$ cat config.mk
export PLATFORM = sky130hd
export DESIGN_NAME = slot_ram_bridge_flat
export DESIGN_NICKNAME = d
export VERILOG_FILES = /design/src/rtl/slot_ram_bridge_if.sv /design/src/rtl/slot_ram_bridge.sv /design/src/flat_wrapper.sv
export SDC_FILE = /design/constraint.sdc
export NUM_CORES = 1
export LEC_CHECK = 0
export ABC_AREA = 1
export BUFFER_PORTS_ARGS = -buffer_cell sky130_fd_sc_hd__buf_2
export CAP_MARGIN = 40
export CORE_MARGIN = 5
export CORE_UTILIZATION = 35
export DETAILED_ROUTE_END_ITERATION = 7
export SYNTH_ARGS = -nofsm -noshare
export SYNTH_HDL_FRONTEND = slang
export SYNTH_SLANG_ARGS = --single-unit
$ cat constraint.sdc
create_clock -name clk -period 5.2 [get_ports clk]
set_clock_uncertainty 0.2 [all_clocks]
set_input_delay 0.52 -clock clk [delete_from_list [all_inputs] [get_ports clk]]
set_output_delay 0.52 -clock clk [all_outputs]
set_load 0.02 [all_outputs]
$ cat src/rtl/slot_ram_bridge_if.sv
// ---------------------------------------------------------------------------
// slot_ram_bridge_if
//   SDRAM request/acknowledge bus between slot_ram_bridge and the SDRAM
//   controller. One level request, held until a single-cycle ack.
//
//   sdram_req    bridge -> sdram   request, level, held until ack
//   sdram_we     bridge -> sdram   1 = write, 0 = read (valid with req)
//   sdram_addr   bridge -> sdram   byte address (valid with req)
//   sdram_wdata  bridge -> sdram   write data (valid with req)
//   sdram_ack    sdram -> bridge   one-cycle completion pulse
//   sdram_rdata  sdram -> bridge   read data, valid in the ack cycle
//
//   modport master : the bridge (request side)
//   modport slave  : the SDRAM controller (response side)
// ---------------------------------------------------------------------------
interface slot_ram_bridge_if #(
  parameter int ADDR_W = 27
);
  logic              sdram_req;
  logic              sdram_we;
  logic [ADDR_W-1:0] sdram_addr;
  logic [7:0]        sdram_wdata;
  logic              sdram_ack;
  logic [7:0]        sdram_rdata;

  modport master (
    output sdram_req,
    output sdram_we,
    output sdram_addr,
    output sdram_wdata,
    input  sdram_ack,
    input  sdram_rdata
  );

  modport slave (
    input  sdram_req,
    input  sdram_we,
    input  sdram_addr,
    input  sdram_wdata,
    output sdram_ack,
    output sdram_rdata
  );
endinterface

$ cat src/rtl/slot_ram_bridge.sv
// ---------------------------------------------------------------------------
// slot_ram_bridge
//   Turns each CPU memory cycle decoded by a slot mapper into at most one
//   SDRAM request. The CPU is stalled with cpu_wait until the SDRAM acks.
//   A one-entry read cache lets repeated reads of the same byte (polling
//   loops) complete without touching SDRAM. A timeout forces completion if
//   the ack never arrives and latches a sticky error flag.
//
// Parameters
//   ADDR_W   width of the mapped / SDRAM byte address
//   TIMEOUT  max cycles spent waiting for ack before forced completion (>=2)
//
// Ports
//   clk          system clock, rising edge
//   reset_n      asynchronous active-low reset
//   mreq         CPU memory request, held for the whole CPU cycle
//   rd, wr       CPU read / write strobes (wr wins if both high)
//   cpu_wdata    CPU write data
//   ram_cs       mapper chip select
//   ram_addr     mapper address
//   flush        invalidate the read cache
//   cpu_wait     stall CPU while an SDRAM access is outstanding
//   cpu_rdata    read data returned to the CPU
//   sdram        SDRAM request bus (master side)
//   err_timeout  sticky timeout flag, cleared only by reset
// ---------------------------------------------------------------------------
module slot_ram_bridge #(
  parameter int ADDR_W  = 27,
  parameter int TIMEOUT = 255
) (
  input  logic                  clk,
  input  logic                  reset_n,
  input  logic                  mreq,
  input  logic                  rd,
  input  logic                  wr,
  input  logic [7:0]            cpu_wdata,
  input  logic                  ram_cs,
  input  logic [ADDR_W-1:0]     ram_addr,
  input  logic                  flush,
  output logic                  cpu_wait,
  output logic [7:0]            cpu_rdata,
  slot_ram_bridge_if.master     sdram,
  output logic                  err_timeout
);

  // Counter only needs to reach TIMEOUT-1.
  localparam int CNT_W = (TIMEOUT > 2) ? $clog2(TIMEOUT) : 1;
  localparam logic [CNT_W-1:0] CNT_LAST = CNT_W'(TIMEOUT - 1);

  typedef enum logic [1:0] {
    ST_IDLE = 2'd0,
    ST_BUSY = 2'd1,
    ST_DONE = 2'd2
  } state_t;

  state_t            state_reg, state_next;

  logic              sdram_req_reg;
  logic              sdram_we_reg;
  logic [ADDR_W-1:0] sdram_addr_reg;
  logic [7:0]        sdram_wdata_reg;
  logic [7:0]        cpu_rdata_reg;
  logic              err_timeout_reg;
  logic [CNT_W-1:0]  counter_reg;

  logic              cache_valid_reg;
  logic [ADDR_W-1:0] cache_tag_reg;
  logic [7:0]        cache_data_reg;

  logic              start;
  logic              hit;
  logic              timeout_fire;

  // A new access is accepted only from IDLE; DONE waits for mreq to drop,
  // so a held mreq produces exactly one access.
  assign start = mreq & ram_cs & (rd | wr) & (state_reg == ST_IDLE);

  // A simultaneous rd+wr is treated as a write, so it must never be
  // satisfied from the cache.
  assign hit = rd & ~wr & cache_valid_reg & (ram_addr == cache_tag_reg);

  // Ack in the final counted cycle takes precedence over the timeout.
  assign timeout_fire = (counter_reg == CNT_LAST) & ~sdram.sdram_ack;

  // ---------------------------------------------------------------------
  // FSM state register
  // ---------------------------------------------------------------------
  always_ff @(posedge clk or negedge reset_n) begin
    if (!reset_n) begin
      state_reg <= ST_IDLE;
    end else begin
      state_reg <= state_next;
    end
  end

  // ---------------------------------------------------------------------
  // FSM next state and combinational outputs
  // ---------------------------------------------------------------------
  always_comb begin
    state_next = state_reg;
    // Wait is raised in the start cycle itself so the CPU never samples
    // stale data; held low while reset is asserted.
    cpu_wait   = 1'b0;
    case (state_reg)
      ST_IDLE: begin
        if (start) begin
          if (hit) begin
            state_next = ST_DONE;
          end else begin
            state_next = ST_BUSY;
            cpu_wait   = reset_n;
          end
        end
      end
      ST_BUSY: begin
        cpu_wait = reset_n;
        if (sdram.sdram_ack || timeout_fire) begin
          state_next = ST_DONE;
        end
      end
      ST_DONE: begin
        if (!mreq) begin
          state_next = ST_IDLE;
        end
      end
      default: begin
        state_next = ST_IDLE;
      end
    endcase
  end

  // ---------------------------------------------------------------------
  // Datapath: SDRAM request registers, read data, cache, timeout counter
  // ---------------------------------------------------------------------
  always_ff @(posedge clk or negedge reset_n) begin
    if (!reset_n) begin
      sdram_req_reg   <= 1'b0;
      sdram_we_reg    <= 1'b0;
      sdram_addr_reg  <= '0;
      sdram_wdata_reg <= 8'h00;
      cpu_rdata_reg   <= 8'hFF;
      err_timeout_reg <= 1'b0;
      counter_reg     <= '0;
      cache_valid_reg <= 1'b0;
      cache_tag_reg   <= '0;
      cache_data_reg  <= 8'h00;
    end else begin
      case (state_reg)
        ST_IDLE: begin
          if (start) begin
            if (hit) begin
              cpu_rdata_reg <= cache_data_reg;
            end else begin
              sdram_req_reg   <= 1'b1;
              sdram_we_reg    <= wr;
              sdram_addr_reg  <= ram_addr;
              sdram_wdata_reg <= cpu_wdata;
              counter_reg     <= '0;
            end
          end
        end
        ST_BUSY: begin
          counter_reg <= counter_reg + CNT_W'(1);
          if (sdram.sdram_ack) begin
            sdram_req_reg <= 1'b0;
            if (!sdram_we_reg) begin
              // Read fill: result also becomes the cached byte.
              cpu_rdata_reg   <= sdram.sdram_rdata;
              cache_tag_reg   <= sdram_addr_reg;
              cache_data_reg  <= sdram.sdram_rdata;
              cache_valid_reg <= 1'b1;
            end else if (cache_valid_reg && (cache_tag_reg == sdram_addr_reg)) begin
              // Write-through keeps the cached byte coherent.
              cache_data_reg <= sdram_wdata_reg;
            end
          end else if (timeout_fire) begin
            sdram_req_reg   <= 1'b0;
            cpu_rdata_reg   <= 8'hFF;
            err_timeout_reg <= 1'b1;
          end
        end
        default: begin
        end
      endcase

      // Placed last so a flush beats a fill arriving in the same cycle.
      if (flush) begin
        cache_valid_reg <= 1'b0;
      end
    end
  end

  assign sdram.sdram_req   = sdram_req_reg;
  assign sdram.sdram_we    = sdram_we_reg;
  assign sdram.sdram_addr  = sdram_addr_reg;
  assign sdram.sdram_wdata = sdram_wdata_reg;
  assign cpu_rdata         = cpu_rdata_reg;
  assign err_timeout       = err_timeout_reg;

endmodule
$ cat src/flat_wrapper.sv
// flat-port wrapper written by rule: the top's interface ports become plain ports
module slot_ram_bridge_flat 
#(
  parameter int ADDR_W  = 27,
  parameter int TIMEOUT = 255
)
  (clk, reset_n, mreq, rd, wr, cpu_wdata, ram_cs, ram_addr, flush, cpu_wait, cpu_rdata, err_timeout, sdram_sdram_req, sdram_sdram_we, sdram_sdram_addr, sdram_sdram_wdata, sdram_sdram_ack, sdram_sdram_rdata);
  slot_ram_bridge_if #(.ADDR_W(ADDR_W)) sdram_i ();
  input  logic clk;
  input  logic reset_n;
  input  logic mreq;
  input  logic rd;
  input  logic wr;
  input  logic [7:0] cpu_wdata;
  input  logic ram_cs;
  input  logic [ADDR_W-1:0] ram_addr;
  input  logic flush;
  output logic cpu_wait;
  output logic [7:0] cpu_rdata;
  output logic err_timeout;
  output wire logic [$bits(sdram_i.sdram_req)-1:0] sdram_sdram_req;
  output wire logic [$bits(sdram_i.sdram_we)-1:0] sdram_sdram_we;
  output wire logic [$bits(sdram_i.sdram_addr)-1:0] sdram_sdram_addr;
  output wire logic [$bits(sdram_i.sdram_wdata)-1:0] sdram_sdram_wdata;
  input wire logic [$bits(sdram_i.sdram_ack)-1:0] sdram_sdram_ack;
  input wire logic [$bits(sdram_i.sdram_rdata)-1:0] sdram_sdram_rdata;
  assign sdram_sdram_req = sdram_i.sdram_req;
  assign sdram_sdram_we = sdram_i.sdram_we;
  assign sdram_sdram_addr = sdram_i.sdram_addr;
  assign sdram_sdram_wdata = sdram_i.sdram_wdata;
  assign sdram_i.sdram_ack = sdram_sdram_ack;
  assign sdram_i.sdram_rdata = sdram_sdram_rdata;
  slot_ram_bridge #(.ADDR_W(ADDR_W), .TIMEOUT(TIMEOUT)) u_core (.clk(clk), .reset_n(reset_n), .mreq(mreq), .rd(rd), .wr(wr), .cpu_wdata(cpu_wdata), .ram_cs(ram_cs), .ram_addr(ram_addr), .flush(flush), .cpu_wait(cpu_wait), .cpu_rdata(cpu_rdata), .sdram(sdram_i), .err_timeout(err_timeout));
endmodule
==> flow_metrics.tcl, run 1 <==
set metrics [dict create \
    ys_seq_area_share_pct 44.3 \
    tightest_slew_ps 644 \
    drt-initial-drc-count 247 \
    cpLargestDelayFamily "simple AND/OR/NAND/NOR gates" \
    p_per_area_nw_per_um2 617 \
    synth.distinct_cells 38 \
    met1Wirelength_mm 6.96 \
    period_share_pct 49.9 \
    numPortBuffers 97 \
    crit_arrival_ps 1870 \
    drtPass1Iterations 5 \
    clockRootBuffer "clkbuf_16" \
    crit_path_end_kind "output pin" \
    drtAntennaViolNets 0 \
    synth.avg_cell_area_um2 7.13 \
    hp-class "in -> reg" \
    pin_count 98 \
    dieHeight_um 132 \
    rr_worst_depth 11 \
    hold_viol_final 0 \
    gr-total-overflow 0 \
    fin_setup_tns_ps 0 \
    via_count 4785 \
    wl_met2_mm 6.68 \
    rrSetupSlack_ps 2740 \
    leakagePower_nw 3.35 \
    cts_setup_buffers 0 \
    synth_area_leader_cell "dfrtp_1" \
    fin_util_pct 42.3 \
    fin_crit_ps 2590 \
    syn2layout_area_growth_pct 18.2 \
    viasPerCell 4.74 \
    synth.area.top_cells "dfrtp_1 (40%), nand2_1 (20%), nand4_1 (5.6%)" \
    layout_common_cells "nand2_1 (281), buf_2 (96), dfrtp_1 (84)" \
    netlist_area_um2 5220 \
    syn_nets 785 \
    coreArea_um2 14600 \
    fin_hold_ws_ps 146 \
    initial_core_util_pct 35.8 \
    tritoncts "yes" \
    r2r-start "u_core.state_reg[1]" \
    worst_path_largest_cell_delay_ps 410 \
    post_cts_resized 0 \
    crit_end "cpu_wait" \
    dpl.hpwl_mm 10.7 \
    clock_latency_ps 350 \
    wl_per_cell_um 14.3 \
    die_area_um2 17500 \
    cp.buffers_inverters 1 \
    crit_top_cell "nand2_1" \
    cp_slowest_cell "dfrtp_1" \
    crit_required_ps 4480 \
    grt_pass1_wl_mm 23.8 \
    critical_path_depth 9 \
    syn_inst 732 \
    diodes 0 \
    status "complete, no violations" \
    peakVddDrop_uv 210 \
    crit_fanout 4 \
    cts.sinks 92 \
    fmax_mhz 385 \
    dr_wl_met3_um 598 \
    dieWidth_um 132 \
    drive_above_1_share_pct 19.9 \
    cp_cell_sequence "xnor2_1 -> nand2_1 -> nor2_1 -> nand2_1 -> nor2_1 -> nand3b_1 -> nand3_1 -> nand2_1 -> buf_2" \
    ys_seq_elements 92 \
    rsz0062_at_grt "false" \
    grt_start_max_net_pins 54 \
    antenna_found_initial 0 \
    cts_buffer_depth 2 \
    crit_type "reg -> out" \
    fp-row-count 44 \
    reg2reg_to "u_core.cache_data_reg[4]" \
    drcViolationCount 0 \
    numCtsBuffers 9 \
    synth_top_cell_area_share_pct 40.3 \
    fin_area_um2 6170 \
    grt_pass1_vias 4636 \
    drt-total-wl_mm 14.4 \
    synth_warnings 0 \
    cp-start-kind "flip-flop" \
    report.final.slew_viol_count 0 \
    place_area_um2 5860 \
    grtUsageTotal_pct 16.9 \
    gp_congestion 0.860 \
    layout_commonest_cell "nand2_1" \
    nNetsFinal 874 \
    max_cap_violations 0 \
    finalSetupViolCount 0 \
    cts.clk_slew.worst_paths_ps 70 \
    ctsHoldBuffers 1 \
    htree_levels 3 \
    slew_headroom_pct 56.9 \
    top_layer_used "met4" \
    setup.worst_path.start "u_core.cache_tag_reg[11]" \
]
per-stage QoR:
step / total power, mW / cells / worst slack (ps)
final: 3.81 / 1010 / 2610
after global routing: 4.15 / 1010 / 2430
after CTS: 3.84 / 1010 / 2560
after detailed placement: 3.16 / 993 / 2510
after global placement: 3.13 / 991 / 2430
after floorplan: 2.64 / 732 / 3230
Yosys cell counts:
cell / number
dfrtp_1: 84
nor3_1: 2
dfstp_2: 8
inv_1: 75
o22ai_1: 4
nor2_2: 1
clkbuf_1: 15
nor2_4: 1
inv_2: 12
nand3_4: 1
or2_1: 1
clkinv_1: 2
nor2_1: 63
nand2_1: 282
nand4_1: 47
mux2_2: 2
o21bai_1: 1
xor2_1: 5
o21ai_0: 27
buf_2: 7
nand3_1: 31
o21bai_2: 1
and3_1: 1
nand2_4: 1
nand3b_1: 4
a21oi_4: 1
ha_1: 2
nand2_2: 13
xnor2_1: 5
o211a_1: 1
nand4_2: 1
nor3_2: 1
buf_6: 1
buf_12: 2
o21a_1: 1
and2_1: 1
a21oi_1: 20
or2_2: 5
final cells by class:
class | instances | area (um^2)
fillers | 1517 | 8420
clock inverters | 1 | 30.0
inverters | 89 | 334
flip-flops and latches | 92 | 2310
clock buffers | 15 | 268
well taps | 184 | 230
multi-input cells | 526 | 2440
repair buffers | 103 | 561
layer usage:
layer,vias up,GRT usage (%)
met4,0,5.37
met5,-,0
li1,2492,-
met2,101,26.7
met3,13,3.09
met1,2179,23.6
logic make-up (layout without fill, tap and decap cells):
group                      count (synthesis)  count (layout)  share of synthesized area (%)
AOI/OAI and AO/OA                         56              56                           5.99
xor gates and xnor gates                  10              10                           1.68
adders and majority gates                  2               2                          0.479
buffers and inverters                    114             208                           9.13
DFF                                       92              92                           44.3
muxes                                      2               2                          0.431
and+or+nand+nor                          456             456                           38.0
where the power goes:
part	internal [mW]	switching [mW]	total [mW]	leakage [nW]
logic	0.599	1.17	1.77	2.08
clock network	0.400	0.275	0.675	0.144
registers	1.05	0.316	1.36	1.13
worst min path at each step:
stage          startpoint                  endpoint  slack (ps)  cells past startpoint
3_3_place_gp      reset_n     u_core.counter_reg[3]         210                      1
4_1_cts             flush    u_core.cache_valid_reg         150                      2
3_5_place_dp      reset_n     u_core.counter_reg[3]         210                      1
2_1_floorplan     reset_n  u_core.cache_data_reg[0]          20                      0
5_1_grt             flush    u_core.cache_valid_reg         140                      2
6_report            flush    u_core.cache_valid_reg         150                      2
No activity file was read; power rests on OpenSTA's default activity.
==> inputs of run 2 (changes only) <==
clock period = 2.3 ns   (was 5.2 ns; I/O delays follow)
==> run 2 against run 1 <==
Clock-buffer cell count down 4. Total power up 130%. Largest cell class unchanged. Critical endpoint unchanged. Final area up 8.6%. Clock power up 120%. Flip-flop and latch count unchanged. Register-to-register slack worse by 2500 ps. Global-route usage up 0.87 points. Combinational power up 140%. Setup slack worse by 2500 ps.
==> flow_metrics.tcl, run 2 (same netlist as run 1, synthesis figures left out) <==
set metrics [dict create \
    status "complete, no violations" \
    finalSetupViolCount 0 \
    initial_core_util_pct 35.8 \
    seqPwrFrac_pct 34.6 \
    hp-class "in -> reg" \
    grt_start_max_net_pins 76 \
    power.internal_mw 4.79 \
    clockRootBuffer "clkbuf_16" \
    crit_fanout 3 \
    nNetsFinal 913 \
    layout_commonest_cell "nand2_1" \
    crit_top_cell "nand2_1" \
    dpl.hpwl_mm 11.1 \
    hold_end "u_core.cpu_rdata[4]" \
    p_total_mw 8.87 \
    period_share_pct 96.7 \
    hold_depth 5 \
    slew_headroom_pct 71.1 \
    grt_pass1_wl_mm 25.2 \
    htree_levels 3 \
    tightest_slew_ps 434 \
    leakagePower_nw 3.62 \
    p_clk_share_pct 16.9 \
    drive_above_1_share_pct 21.6 \
    gr-total-overflow 0 \
    peakVddDrop_uv 577 \
    viasPerCell 4.75 \
    cp_slowest_cell "dlygate4sd3_1" \
    hp-start "sdram_sdram_rdata[4]" \
    syn2layout_area_growth_pct 28.3 \
    drt-total-wl_mm 15.0 \
    coreArea_um2 14600 \
    cts.sinks 92 \
    cp-start-kind "input port" \
    antenna_found_initial 0 \
    cp_cell_sequence "dlygate4sd3_1 -> buf_4 -> nand2_1 -> nand4_1 -> nor2_1 -> nand2_1 -> nor2_2 -> nand3b_1 -> nand3_1 -> nand2_1 -> buf_4" \
    fin_crit_ps 2220 \
    fmax_mhz 449 \
    clock_latency_ps 350 \
    drtPass1Iterations 5 \
    worst_path_largest_cell_delay_ps 540 \
    numCtsBuffers 9 \
    num-fill-cells 1483 \
    fin_setup_tns_ps 0 \
    numPortBuffers 97 \
    p_sw_mw 4.07 \
    crit_arrival_ps 1790 \
    max_cap_violations 0 \
    rsz0062_at_grt "true" \
    fin_hold_ws_ps 33.7 \
    r2r-start "u_core.cache_tag_reg[2]" \
    crit_path_end_kind "output pin" \
    crit_required_ps 1870 \
    rrSetupSlack_ps 240 \
    grt_pass1_vias 4956 \
    pin_count 98 \
    p_per_area_nw_per_um2 1320 \
    diodes 0 \
    switching_share_pct 45.9 \
    drcViolationCount 0 \
    rr_worst_depth 11 \
    reg2reg_to "u_core.sdram.sdram_addr[0]" \
    cts.clk_slew.worst_paths_ps 60 \
    cts_buffer_depth 2 \
    drt-initial-drc-count 302 \
    drtAntennaViolNets 0 \
    fp-row-count 44 \
    dieHeight_um 132 \
    layout_common_cells "nand2_1 (271), dfrtp_1 (84), buf_2 (83)" \
    place_area_um2 5920 \
    hold_viol_final 0 \
    grtUsageTotal_pct 17.8 \
    tritoncts "yes" \
    combPwrFrac_pct 48.5 \
    crit_type "in -> out" \
    die_area_um2 17500 \
    fin_area_um2 6700 \
    via_count 4982 \
    gp_congestion 0.864 \
    wl_per_cell_um 14.3 \
    report.final.slew_viol_count 0 \
    dieWidth_um 132 \
]
==> run 2: how the worst max path moves through the flow <==
stage / start / slack, ps / to
after detailed placement: u_core.cache_tag_reg[11] / 200 / u_core.sdram.sdram_addr[16]
after floorplan: u_core.counter_reg[0] / 500 / u_core.sdram.sdram_addr[22]
final: ram_addr[0] / 80 / cpu_wait
after CTS: ram_addr[24] / 10 / cpu_wait
after global placement: u_core.state_reg[1] / 200 / u_core.cache_data_reg[0]
after global routing: ram_addr[0] / -20 / cpu_wait
==> run 2: power by group through the flow <==
stage          Clock (mW)  Sequential, mW  Combinational, mW
4_1_cts              1.53            3.07               4.23
2_1_floorplan           0            3.38               2.57
3_5_place_dp            0            3.08               4.17
6_report             1.50            3.07               4.30
3_3_place_gp            0            3.09               4.11
5_1_grt              1.59            3.19               4.84
==> run 2: area by class of cell <==
class                      instances  area [um^2]  share of cell area, %
clock inverter                     4         50.0                  0.747
timing repair buffer             142         1010                   15.1
sequential                        92         2310                   34.5
multi-input combinational        526         2520                   37.6
tap                              184          230                   3.44
inverter                          89          334                   4.99
clock buffer                      11          243                   3.62
==> run 2: per-stage QoR <==
stage                     worst slack [ps]  cells  utilization, %
final                                 75.2   1048            45.9
after global routing                 -21.6   1048            45.9
after CTS                             12.5   1054            45.3
after detailed placement               200   1000            40.6
after global placement                 201   1000            40.6
after floorplan                        496    732               -
==> run 2: what timing repair did <==
| item | in CTS | in global routing |
|---|---|---|
| setup buffers | 0 | 3 |
| hold endpoints to repair | 130 | 0 |
| gates resized for setup | 1 | 34 |
| endpoints found under the setup margin | 1 | 33 |
| cloned | 0 | 0 |
| hold buffers | 39 | 0 |
| pin swaps | 0 | 9 |
==> run 2: per-layer routing <==
metal / GRT usage (%) / vias to the layer above / part of all wire, %
met3: 3.17 / 10 / 3.8
met2: 29.1 / 110 / 47
met1: 24.1 / 2297 / 47
met5: 0 / - / 0
met4: 5.26 / 0 / 1.2
li1: - / 2565 / -
==> run 2: worst max-delay path: cells and delay by family <==
kind                   cells  cell delay [ps]
buffers and inverters      3              850
and+or+nand+nor            8              720
==> inputs of run 3 (changes only) <==
CORE_UTILIZATION = 30   (was 35)
CTS_BUF_LIST = sky130_fd_sc_hd__clkbuf_8   (was not set)
RECOVER_POWER = 50   (was not set)
==> run 3 against run 2 <==
First-iteration DRC count increased by 4.3%. Via count increased by 0.56%. Non-clock buffer count increased by 7. Total power is 0.67% lower. Final area up 1.2%. Setup slack improved by 3.9 ps. Critical path depth is 2 higher. Combinational power is 3% higher. Clock-buffer cell count decreased by 2. Final cell count up 4.7%. Fmax up 0.17%. Sequential share of layout area decreased by 0.41 points.
==> flow_metrics.tcl, run 3 (same netlist as run 1, synthesis figures left out) <==
set metrics [dict create \
    cts.clk_slew.worst_paths_ps 90 \
    rr_worst_depth 11 \
    cts.sinks 92 \
    hp-class "in -> reg" \
    dieWidth_um 142 \
    cpLargestDelayFamily "buffers and inverters" \
    dieHeight_um 142 \
    nNetsFinal 920 \
    gr-total-overflow 0 \
    grtUsageTotal_pct 15.6 \
    htree_levels 3 \
    p_total_mw 8.81 \
    multi_input_area_um2 2520 \
    hold_viol_final 0 \
    max_cap_violations 0 \
    slew_headroom_pct 17.7 \
    peakVddDrop_uv 627 \
    pin_count 98 \
    initial_core_util_pct 30.4 \
    crit_fanout 3 \
    grt_pass1_wl_mm 25.4 \
    coreArea_um2 17200 \
    ff_latch_area_um2 2310 \
    drive_above_1_share_pct 20.2 \
    leakagePower_nw 3.60 \
    viasPerCell 4.57 \
    hold_end "u_core.cpu_rdata[2]" \
    layout_commonest_cell "nand2_1" \
    drt-total-wl_mm 15.5 \
    clockRootBuffer "clkbuf_8" \
    syn2layout_area_growth_pct 29.9 \
    crit_arrival_ps 1790 \
    via_count 5010 \
    fmax_mhz 450 \
    cp_slowest_cell "dlygate4sd3_1" \
    cts_buffer_depth 2 \
    crit_path_end_kind "output pin" \
    r2r-start "u_core.cache_tag_reg[1]" \
    tightest_slew_ps 1230 \
    num-fill-cells 1831 \
    crit_type "in -> out" \
    tritoncts "yes" \
    rrSetupSlack_ps 270 \
    finalSetupViolCount 0 \
    grt_start_max_net_pins 87 \
    drtPass1Iterations 5 \
    drcViolationCount 0 \
    cp-start-kind "input port" \
    report.final.slew_viol_count 0 \
    fin_crit_ps 2220 \
    cp.buffers_inverters 4 \
    hp-start "sdram_sdram_rdata[2]" \
    drt-initial-drc-count 315 \
    grt_pass1_vias 4865 \
    fp-row-count 48 \
    fin_setup_tns_ps 0 \
    worst_path_largest_cell_delay_ps 580 \
    p_per_area_nw_per_um2 1300 \
    hold_depth 5 \
    layout_common_cells "nand2_1 (266), dfrtp_1 (84), inv_1 (72)" \
    clock_latency_ps 390 \
    dpl.hpwl_mm 11.5 \
    crit_required_ps 1870 \
    die_area_um2 20100 \
    status "complete, no violations" \
    rsz0062_at_grt "true" \
    gp_congestion 0.856 \
    numCtsBuffers 9 \
    cp_cell_sequence "dlygate4sd3_1 -> inv_1 -> nand2_1 -> nand2_2 -> clkinv_1 -> nand2_1 -> nor2_1 -> nand2_1 -> nor2_1 -> nand3b_1 -> nand3_1 -> nand2_1 -> buf_6" \
    crit_top_cell "nand2_1" \
    drtAntennaViolNets 0 \
    diodes 0 \
    wl_per_cell_um 14.2 \
    reg2reg_to "u_core.sdram.sdram_addr[11]" \
    antenna_found_initial 0 \
    period_share_pct 96.6 \
    numPortBuffers 97 \
]
==> run 3: worst max path at each step <==
stage,from,slack (ps),cells past startpoint,endpoint
final,ram_addr[5],80,13,cpu_wait
after global routing,u_core.cache_tag_reg[2],-50,10,cpu_wait
after CTS,ram_addr[12],10,13,cpu_wait
after detailed placement,u_core.cache_tag_reg[22],290,11,u_core.sdram.sdram_addr[14]
after global placement,u_core.state_reg[1],320,11,u_core.cache_data_reg[4]
after floorplan,u_core.counter_reg[0],500,9,u_core.sdram.sdram_addr[22]
==> run 3: tightest hold or removal path, cell delays in order <==
cell and delay, ps:
buf_2 90, inv_1 70, a21oi_1 80, nand3_1 80
nand2_1 50
==> run 3: cell type report <==
type	count	area share (%)
clock inverter	7	1.73
sequential	92	34.1
inverter	89	4.93
multi-input combinational	526	37.2
clock buffer	9	1.83
tap	225	4.15
timing repair buffer	149	16.0
==> run 3: what timing repair did <==
item,in CTS,in global routing
setup buffers,0,9
gates resized for setup,1,47
hold buffers,44,0
endpoints found under the hold margin,126,0
endpoints found under the setup margin,1,20
pin swaps,0,15
cloned,0,0
==> run 3: routing by layer <==
layer	track usage, %	wire length [um]	vias to the layer above
met5	0	0	-
met4	3.99	204	0
met3	2.70	565	16
met2	24.9	7300	91
met1	22.2	7470	2332
li1	-	-	2571
==> run 3: through the flow <==
| step | cell area [um^2] | utilization, % | instances | worst slack (ps) | hold slack (ps) |
|---|---|---|---|---|---|
| after floorplan | 5220 | - | 732 | 496 | -266 |
| after global placement | 5990 | 34.9 | 1041 | 321 | -126 |
| after detailed placement | 5990 | 34.9 | 1041 | 286 | -125 |
| after CTS | 6680 | 38.9 | 1101 | 12.5 | 0.308 |
| after global routing | 6780 | 39.5 | 1097 | -47.5 | 33.5 |
| final | 6780 | 39.5 | 1097 | 79.1 | 13.3 |
==> run 3: report_power, final <==
part,switching [mW],leakage (nW),internal (mW)
sequential,0.701,1.13,2.37
clock,0.610,0.117,0.720
combinational,2.83,2.35,1.58
